`config.mk`:
```
export PLATFORM = sky130hd
export DESIGN_NAME = sonar_varredura_n
export DESIGN_NICKNAME = d
export VERILOG_FILES = /design/src/rtl/sonar_varredura_n_pkg.sv /design/src/rtl/sonar_frame_mux_n.sv /design/src/rtl/sonar_varredura_n.sv
export SDC_FILE = /design/constraint.sdc
export NUM_CORES = 1
export LEC_CHECK = 0
export BUFFER_PORTS_ARGS = -buffer_cell sky130_fd_sc_hd__buf_4
export CAP_MARGIN = 20
export CORE_MARGIN = 2
export CORE_UTILIZATION = 50
export DETAILED_ROUTE_END_ITERATION = 7
export GPL_TIMING_DRIVEN = 1
export PLACE_DENSITY = 0.7
export SLEW_MARGIN = 10
export SYNTH_ARGS = -nofsm -noshare
export SYNTH_HDL_FRONTEND = slang
export SYNTH_SLANG_ARGS = --single-unit
```
`constraint.sdc`:
```
create_clock -name clock -period 2.9 [get_ports clock]
set_clock_uncertainty 0.1 [all_clocks]
set_input_delay 0.29 -clock clock [delete_from_list [all_inputs] [get_ports clock]]
set_output_delay 0.29 -clock clock [all_outputs]
set_load 0.05 [all_outputs]
```
`src/rtl/sonar_varredura_n_pkg.sv`:
```
// Shared constants for the sonar sweep controller and its frame formatter.
// Latency: n/a (constants and a pure helper function).
// Backpressure: n/a.
package sonar_varredura_n_pkg;

  // FSM encoding, also exported on db_estado
  localparam logic [3:0] ST_IDLE       = 4'd0;
  localparam logic [3:0] ST_ESPERA     = 4'd1;
  localparam logic [3:0] ST_MEDE       = 4'd2;
  localparam logic [3:0] ST_AGUARDA    = 4'd3;
  localparam logic [3:0] ST_TRANSMITE  = 4'd4;
  localparam logic [3:0] ST_AGUARDA_TX = 4'd5;
  localparam logic [3:0] ST_PROXIMO    = 4'd6;

  // 7-bit ASCII characters used in the "AAA,D..D#" record
  localparam logic [6:0] ASCII_ZERO    = 7'h30;
  localparam logic [6:0] ASCII_VIRGULA = 7'h2C;
  localparam logic [6:0] ASCII_HASH    = 7'h23;
  localparam logic [6:0] ASCII_TRACO   = 7'h2D;

  // One distance digit: '-' when the echo timed out, otherwise '0'+nibble.
  // Nibbles above 9 pass straight through to 0x3A..0x3F.
  function automatic logic [6:0] digito_ascii(input logic [3:0] bcd, input logic sem_eco);
    return sem_eco ? ASCII_TRACO : (ASCII_ZERO + {3'b000, bcd});
  endfunction

endpackage

```
`src/rtl/sonar_frame_mux_n.sv`:
```
// Character selector for one sonar record: angle(3) ',' digits(DIGITS) '#'.
// Latency: combinational.
// Backpressure: none; the caller holds idx until the transmitter accepts the char.
// Ports: idx (character index), angulo_ascii (3 angle chars, [20:14] first),
//        distancia (latched BCD), timeout (dash the digits), caractere (ASCII out).
module sonar_frame_mux_n
  import sonar_varredura_n_pkg::*;
#(
  parameter int DIGITS = 3,
  parameter int IDX_W  = $clog2(DIGITS + 5)
) (
  input  logic [IDX_W-1:0]    idx,
  input  logic [20:0]         angulo_ascii,
  input  logic [4*DIGITS-1:0] distancia,
  input  logic                timeout,
  output logic [6:0]          caractere
);

  always_comb begin
    caractere = ASCII_HASH;
    if (idx == IDX_W'(0)) begin
      caractere = angulo_ascii[20:14];
    end else if (idx == IDX_W'(1)) begin
      caractere = angulo_ascii[13:7];
    end else if (idx == IDX_W'(2)) begin
      caractere = angulo_ascii[6:0];
    end else if (idx == IDX_W'(3)) begin
      caractere = ASCII_VIRGULA;
    end else begin
      // digits go out most significant nibble first
      for (int k = 0; k < DIGITS; k++) begin
        if (idx == IDX_W'(4 + k)) begin
          caractere = digito_ascii(distancia[4*(DIGITS-1-k) +: 4], timeout);
        end
      end
    end
  end

endmodule

```
`src/rtl/sonar_varredura_n.sv`:
```
// Sonar sweep controller: dwell, trigger one measurement, stream the ASCII record, step servo.
// Latency: T_DWELL + echo wait (<= T_TIMEOUT) + DIGITS+5 transmitter round trips per position.
// Backpressure: one char in flight; next tx_partida only after tx_pronto of the previous char.
// Ports: clock/reset (async, active-low), ligar/modo control, medir/pronto_medida/medida sensor
//        handshake, angulo_ascii from the angle ROM at posicao, tx_* serial transmitter handshake,
//        fim_frame/timeout status, db_estado FSM state.
module sonar_varredura_n
  import sonar_varredura_n_pkg::*;
#(
  parameter int N_POS     = 8,
  parameter int POS_W     = 3,
  parameter int DIGITS    = 3,
  parameter int T_DWELL   = 100_000_000,
  parameter int T_TIMEOUT = 10_000_000,
  parameter int CW        = 27
) (
  input  logic                clock,
  input  logic                reset,
  input  logic                ligar,
  input  logic                modo,
  output logic                medir,
  input  logic                pronto_medida,
  input  logic [4*DIGITS-1:0] medida,
  input  logic [20:0]         angulo_ascii,
  output logic [POS_W-1:0]    posicao,
  output logic                tx_partida,
  output logic [6:0]          tx_dados,
  input  logic                tx_pronto,
  output logic                fim_frame,
  output logic                timeout,
  output logic [3:0]          db_estado
);

  localparam int IDX_W = $clog2(DIGITS + 5);
  localparam logic [IDX_W-1:0] IDX_ULT   = IDX_W'(DIGITS + 4);
  localparam logic [POS_W-1:0] POS_MAX   = POS_W'(N_POS - 1);
  localparam logic [CW-1:0]    CNT_DWELL = CW'(T_DWELL - 1);
  localparam logic [CW-1:0]    CNT_TMO   = CW'(T_TIMEOUT - 1);

  logic [3:0]          estado;
  logic [CW-1:0]       cnt;       // shared by dwell and echo-timeout waits
  logic [IDX_W-1:0]    idx;
  logic                sobe;      // ping-pong direction, 1 = increasing
  logic [4*DIGITS-1:0] distancia;
  logic [6:0]          caractere;

  sonar_frame_mux_n #(
    .DIGITS (DIGITS),
    .IDX_W  (IDX_W)
  ) u_frame_mux (
    .idx          (idx),
    .angulo_ascii (angulo_ascii),
    .distancia    (distancia),
    .timeout      (timeout),
    .caractere    (caractere)
  );

  always_ff @(posedge clock or negedge reset) begin
    if (!reset) begin
      estado    <= ST_IDLE;
      cnt       <= '0;
      idx       <= '0;
      posicao   <= '0;
      sobe      <= 1'b1;
      distancia <= '0;
      timeout   <= 1'b0;
    end else begin
      case (estado)
        ST_IDLE: begin
          if (ligar) begin
            estado <= ST_ESPERA;
            cnt    <= '0;
          end
        end
        ST_ESPERA: begin
          if (cnt == CNT_DWELL) begin
            estado  <= ST_MEDE;
            timeout <= 1'b0;  // flag stays valid through PROXIMO, drops entering MEDE
          end else begin
            cnt <= cnt + 1'b1;
          end
        end
        ST_MEDE: begin
          cnt    <= '0;
          idx    <= '0;
          estado <= ST_AGUARDA;
        end
        ST_AGUARDA: begin
          // a completion on the expiry cycle still counts as a valid echo
          if (pronto_medida) begin
            distancia <= medida;
            timeout   <= 1'b0;
            estado    <= ST_TRANSMITE;
          end else if (cnt == CNT_TMO) begin
            timeout <= 1'b1;
            estado  <= ST_TRANSMITE;
          end else begin
            cnt <= cnt + 1'b1;
          end
        end
        ST_TRANSMITE: begin
          estado <= ST_AGUARDA_TX;
        end
        ST_AGUARDA_TX: begin
          if (tx_pronto) begin
            if (idx == IDX_ULT) begin
              estado <= ST_PROXIMO;
            end else begin
              idx    <= idx + 1'b1;
              estado <= ST_TRANSMITE;
            end
          end
        end
        ST_PROXIMO: begin
          if (N_POS == 1) begin
            posicao <= '0;
          end else if (!modo) begin
            if (posicao == POS_MAX) begin
              posicao <= '0;
              sobe    <= 1'b1;
            end else begin
              posicao <= posicao + 1'b1;
            end
          end else if (sobe) begin
            if (posicao == POS_MAX) begin
              sobe    <= 1'b0;
              posicao <= posicao - 1'b1;
            end else begin
              posicao <= posicao + 1'b1;
            end
          end else begin
            if (posicao == '0) begin
              sobe    <= 1'b1;
              posicao <= posicao + 1'b1;
            end else begin
              posicao <= posicao - 1'b1;
            end
          end
          cnt    <= '0;
          estado <= ligar ? ST_ESPERA : ST_IDLE;
        end
        default: begin
          estado <= ST_IDLE;
        end
      endcase
    end
  end

  assign medir      = (estado == ST_MEDE);
  assign tx_partida = (estado == ST_TRANSMITE);
  assign fim_frame  = (estado == ST_PROXIMO);
  assign db_estado  = estado;
  // char is held for the whole transmit handshake, zero otherwise
  assign tx_dados   = ((estado == ST_TRANSMITE) || (estado == ST_AGUARDA_TX)) ? caractere : 7'h00;

endmodule
```
== Word level (Yosys, flattened, before mapping) ==
Cells that the tools add are included.

* Flip-flop bits (word level): 51
* Bits of input ports: 39
* Output and inout bits: 18
* Word-level logic and storage cells: 94

* Add/sub/neg operators: 7
* Equality and inequality tests: 24
* Multiplexer cells: 41
* Reduce and logical (&&, ||, !) cells: 15

{| class="wikitable"
|+ Operators with widths
! cell !! number
|-
| 2-to-1 mux 27 bit || 4
|-
| case mux 27 bit (4 select lines) || 1
|-
| 2-to-1 mux 7 bit || 11
|-
| case mux 4 bit (7 select lines) || 1
|-
| adder 27 x 1 -> 27 bit, second input constant || 1
|-
| equality test 27 x 24 -> 1 bit, second input constant || 1
|-
| equality test 27 bit, second input constant || 1
|-
| adder 6 x 4 -> 7 bit, first input constant || 3
|-
| 2-to-1 mux 3 bit || 7
|-
| 2-to-1 mux 4 bit || 5
|-
| equality test 3 bit, second input constant || 5
|-
| inequality test 2 bit, second input constant || 7
|-
| equality test 4 x 3 -> 1 bit, second input constant || 3
|-
| 2-to-1 mux 1 bit || 9
|-
| equality test 4 x 2 -> 1 bit, second input constant || 2
|-
| adder 3 x 1 -> 3 bit, second input constant || 2
|-
| equality test 3 x 2 -> 1 bit, second input constant || 2
|-
| zero test 3 bit || 2
|-
| case mux 3 bit (2 select lines) || 1
|-
| AND reduction 3 bit || 2
|-
| nonzero test 2 bit || 3
|-
| AND reduction 5 bit || 1
|-
| equality test 4 x 1 -> 1 bit, second input constant || 1
|-
| zero test 4 bit || 1
|-
| 10 further kinds || 11
|}

== Depth between registers and ports, before layout ==
* Depth in word-level cells: 10
* Depth in mapped cells: 8
* Gate-level depth less buffers: 7

== By module ==
A second synthesis with hierarchy kept.

* Cell total of the unflattened synthesis: 387
* Area total of the unflattened synthesis: 3480.8 um2

{| class="wikitable"
|+ Modules (own cells, without submodules)
! module !! times used !! cells each !! area each (um2) !! sequential area each (um2)
|-
| sonar_varredura_n || 1 || 334 || 3083.0 || 1252.5
|-
| sonar_frame_mux_n || 1 || 53 || 397.9 || 0.0
|}

== Worst setup path before layout ==
No wires, ideal clock.

* Kind: flip-flop to output port
* From: register timeout
* To: output tx_dados[0]
* Arrival: 2.476 ns
* Required time: 2.510 ns
* Setup slack: 0.034 ns
* Stages on the path, launching flop included: 7
* Buffers on the path: 1
* Cell sequence: dfrtp_1 clkbuf_1 nor2_1 o21ai_0 o41ai_1 o21a_1 o21ai_0

* Cells in the longest elaborated chain, start to end: 9
* Elaborated cells between the ends (all ways): 11
* Those cells by class: mux (11)

{| class="wikitable"
|+ Ends and longest elaborated chain
! element !! line !! RTL
|-
| from (decl) || sonar_varredura_n.sv:30 || <nowiki>output logic timeout,</nowiki>
|-
| from (signal assigned) || sonar_varredura_n.sv:66 || <nowiki>timeout <= 1'b0;</nowiki>
|-
| from (signal assigned) || sonar_varredura_n.sv:78 || <nowiki>timeout <= 1'b0;</nowiki>
|-
| from (signal assigned) || sonar_varredura_n.sv:92 || <nowiki>timeout <= 1'b0;</nowiki>
|-
| 2-to-1 mux 7 bit || sonar_varredura_n_pkg.sv:24 || <nowiki>return sem_eco ? ASCII_TRACO : (ASCII_ZERO + {3'b000, bcd});</nowiki>
|-
| 2-to-1 mux 7 bit (2 in a row) || sonar_frame_mux_n.sv:32 || <nowiki>if (idx == IDX_W'(4 + k)) begin</nowiki>
|-
| 2-to-1 mux 7 bit * || sonar_frame_mux_n.sv:32 ||
|-
| 2-to-1 mux 7 bit * || sonar_frame_mux_n.sv:27 || <nowiki>end else if (idx == IDX_W'(3)) begin</nowiki>
|-
| 2-to-1 mux 7 bit * || sonar_frame_mux_n.sv:25 || <nowiki>end else if (idx == IDX_W'(2)) begin</nowiki>
|-
| 2-to-1 mux 7 bit * || sonar_frame_mux_n.sv:23 || <nowiki>end else if (idx == IDX_W'(1)) begin</nowiki>
|-
| 2-to-1 mux 7 bit * || sonar_frame_mux_n.sv:21 || <nowiki>if (idx == IDX_W'(0)) begin</nowiki>
|-
| 2-to-1 mux 7 bit * || sonar_varredura_n.sv:154 || <nowiki>assign tx_dados = ((estado == ST_TRANSMITE) || (estado == ST_AGUARDA_TX)) ? caractere : 7'h00;</nowiki>
|-
| to (decl) || sonar_varredura_n.sv:27 || <nowiki>output logic [6:0] tx_dados,</nowiki>
|}

Mark *: on every way between the ends. The rest lies on a longest branch, timed or not.

== Worst setup path after layout ==
* From: register idx[0]
* To: output tx_dados[1]

* Cells in the longest elaborated chain, start to end: 9
* Elaborated cells between the ends (all ways): 15
* Those cells by class: eq/ne (6); mux (8); reduce/logical (1)

{| class="wikitable"
|+ Ends and longest elaborated chain
! element !! line !! RTL
|-
| from (decl) || sonar_varredura_n.sv:42 || <nowiki>logic [IDX_W-1:0] idx;</nowiki>
|-
| from (signal assigned) || sonar_varredura_n.sv:109 || <nowiki>idx <= idx + 1'b1;</nowiki>
|-
| equality test 3 bit || sonar_frame_mux_n.sv:32 ||
|-
| 2-to-1 mux 7 bit (3 in a row) || sonar_frame_mux_n.sv:32 ||
|-
| 2-to-1 mux 7 bit || sonar_frame_mux_n.sv:27 ||
|-
| 2-to-1 mux 7 bit || sonar_frame_mux_n.sv:25 ||
|-
| 2-to-1 mux 7 bit || sonar_frame_mux_n.sv:23 ||
|-
| 2-to-1 mux 7 bit * || sonar_frame_mux_n.sv:21 ||
|-
| 2-to-1 mux 7 bit * || sonar_varredura_n.sv:154 ||
|}

Marked as above.

==> results.ini <==
[outcome]
status = completed

[clock_network]
postCtsSetupBuffers = 0
tritoncts_num_sinks = 50
clk_path_buf_depth = 2
tritoncts = done
cts-buffers-inserted = 5
cts.clk_slew.worst_paths_ps = 90
insertion_delay_ps = 300
root_buffer = clkbuf_8
htree_levels = 2

[worst_setup_path]
critPathMaxFanout = 13
crit_family = compound AO/OA/AOI/OAI gates
path_cells = inv_1 -> ha_1 -> nor2_1 -> a211o_1 -> a21oi_1 -> o32a_1 -> nor2_1 -> buf_4
crit_path_max_incr_delay_ps = 440
crit_path_frequent_cell = nor2_1
start_kind = flop
path_buf_inv = 2
regToRegSetupSlack_ps = 340
r2r-end = cnt[4]
r2r_cells = 5
crit_type = flop to output port
r2r-start = cnt[8]
cp-end-kind = output port
cp_slowest_cell = dfrtp_1
worstPathRequired_ps = 2510
crit_arrival_ps = 2230

[floorplanning]
die-area_sq_um = 7270
start_util_pct = 52.0
core_sq_um = 6350
rows = 29
die_h_um = 85.3
die_w_um = 85.3
ios = 57

[power]
power_frac_clock_pct = 14.9
sw_frac_of_total_pct = 46.0
internal_power_mw = 1.83
ir_drop_mv = 0.603
switching_power_mw = 1.55
p_leak_nw = 1.73
pwr-share-comb_pct = 54.1
powerDensity_nw_per_um2 = 865
seqPwrFrac_pct = 31.0

[sta]
min_period_ps = 2620
period_share_pct = 90.3
tightestPinTransition_ps = 895
rsz0062_at_grt = no
setup_viol = 0
final_hold_viol_count = 0
slew_violations = 0
finalSetupTns_ps = 0
fin_ws_ps = 281
maxSlewHeadroom_pct = 39.6
fmax_ghz = 0.382

[logic_synthesis]
synth_cell_types = 60
synth_area_leaders = dfrtp_1 37%, a21oi_1 4.9%, mux2_2 4.4%
synth_area_sq_um = 3300
avgSynthCellArea_sq_um = 8.83
synth_async_sr_flop_share_pct = 100
ys_ff_latch = 50
synthCells = 374
ys.warnings.count = 0
synth_common_cells = 49 x dfrtp_1, 32 x a21oi_1, 30 x nand2_1, 27 x o21ai_0, 22 x nor2_1
synth-edff-count = 0
synth_top_area_share_pct = 37.1
synth_top_area_cell = dfrtp_1
ys_seq_area_share_pct = 37.9
synth.most_common_cell = dfrtp_1
ys.flop_type = dfrtp_1
syn_nets = 424

[placed_design]
place.gp.congestion = 0.955
dp_hpwl_um = 5750
io_buffers = 55
pre_cts_ws_ps = 359
post_dp_cell_area_sq_um = 3780
dp.cells = 495

[global_routing]
antenna_found_initial = 0
grt.total_usage_pct = 22.2
grt_max_degree = 51
grt_pass1_vias = 2937
overflow = 0
grt_pass1_wl_um = 13300

[detailed_routing]
first_pass_iters = 4
wl_per_cell_um = 15.5
drc_errors = 0
wirelength_um = 7800
ant_nets = 0
num_vias = 3025
drt_iter0_drc = 188
avgViaCountPerCell = 6.01

[cells_and_area]
drive_gt1_share_pct = 22.8
final_cell_area_sq_um = 3910
n_antenna_cell = 0
area_growth_pct = 18.5
post_layout_nonfiller_instances = 503
layout.nets = 476

[flow_run]
timing.max_cap.violations = 0

[hold_path]
holdPathEnd = timeout
whs_path_depth = 2
min_from = pronto_medida
hold_class = input port to flop

## worst reg2reg max path, delay by kind of cell, from the launching register on
kind | cells | cell delay (ps)
AND/OR/NAND/NOR | 3 | 1100
flip-flops | 1 | 430
AO/OA/AOI/OAI | 2 | 810
## cells in the final DEF (no fill, tap or decap), types with 3 or more instances in the layout
cell type / instances
a211o_1: 5
and3_1: 4
or3_1: 5
buf_4: 62
a21boi_0: 3
mux2_2: 13
nor4_1: 7
o211ai_1: 4
ha_1: 9
dfrtp_1: 49
nand2b_1: 10
nor3_1: 10
or2_2: 4
or4_1: 10
o31ai_1: 5
nand2_1: 30
nor2_1: 22
o21ai_0: 27
inv_1: 16
xnor2_1: 4
clkbuf_8: 6
nand4_1: 10
nand3_1: 14
a21oi_1: 32
nor2b_1: 10
xor2_1: 4
mux2i_1: 7
## layout make-up
class / count / area [sq um]
Sequential cell: 50 / 1250
Fill cell: 551 / 2440
Multi-Input combinational cell: 289 / 1910
Clock inverter: 1 / 30.0
Tap cell: 77 / 96.3
Clock buffer: 6 / 82.6
Inverter: 17 / 63.8
Timing Repair Buffer: 63 / 475
## metal layers
layer  global-route usage [%]  up-vias  routed length (um)
met5                        0        -                   0
met4                     4.91        0                  69
met3                     3.31        8                 434
met2                     39.5       86                3930
met1                     28.6     1450                3370
li1                         -     1481                   -
## timing repair
item	in CTS	in global routing
hold endpoints to repair	49	0
setup endpoints to repair	0	3
gates resized for setup	0	2
hold buffers	1	0
## cells by family (layout without fill, tap and decap cells)
| kind of cell | after synthesis | after routing | synth area share, % |
|---|---|---|---|
| buffers and inverters | 35 | 87 | 4.28 |
| adder cells (fa/ha/maj) | 11 | 11 | 4.17 |
| XOR/XNOR | 8 | 8 | 2.12 |
| multiplexers | 20 | 20 | 6.56 |
| AO/OA/AOI/OAI | 93 | 93 | 17.3 |
| other | 1 | 1 | 0.114 |
| AND/OR/NAND/NOR | 156 | 156 | 27.5 |
| flip-flops | 50 | 50 | 37.9 |
## per-stage QoR
step / power (mW) / util [%] / hold slack, ps
2_1_floorplan: 2.35 / - / -106
4_1_cts: 3.39 / 61.5 / 103
6_report: 3.38 / 61.6 / 117
5_1_grt: 3.63 / 61.6 / 99.6
3_3_place_gp: 2.84 / 59.6 / 255
3_5_place_dp: 2.88 / 59.6 / 258
## power groups by stage
stage          Combinational [mW]  Clock [mW]  Sequential (mW)
2_1_floorplan                1.20           0             1.14
3_3_place_gp                 1.78           0             1.05
3_5_place_dp                 1.82           0             1.06
4_1_cts                      1.82       0.516             1.05
5_1_grt                      2.01       0.549             1.08
6_report                     1.83       0.504             1.05
## worst max-delay path by stage
| stage | cells after the start | slack (ps) | to | from |
|---|---|---|---|---|
| 2_1_floorplan | 6 | 30 | tx_dados[0] | timeout |
| 3_3_place_gp | 5 | 410 | cnt[4] | cnt[8] |
| 3_5_place_dp | 5 | 360 | cnt[4] | cnt[8] |
| 4_1_cts | 7 | 130 | tx_dados[4] | idx[1] |
| 5_1_grt | 7 | 100 | tx_dados[4] | idx[1] |
| 6_report | 8 | 280 | tx_dados[1] | idx[0] |
## registers in the layout, summed over array words and instances (netlist names)
name / cells
posicao: 3
sobe: 1
cnt: 27
timeout: 1
db_estado: 3
distancia: 12
idx: 3
No activity file was read; power rests on OpenSTA's default activity.
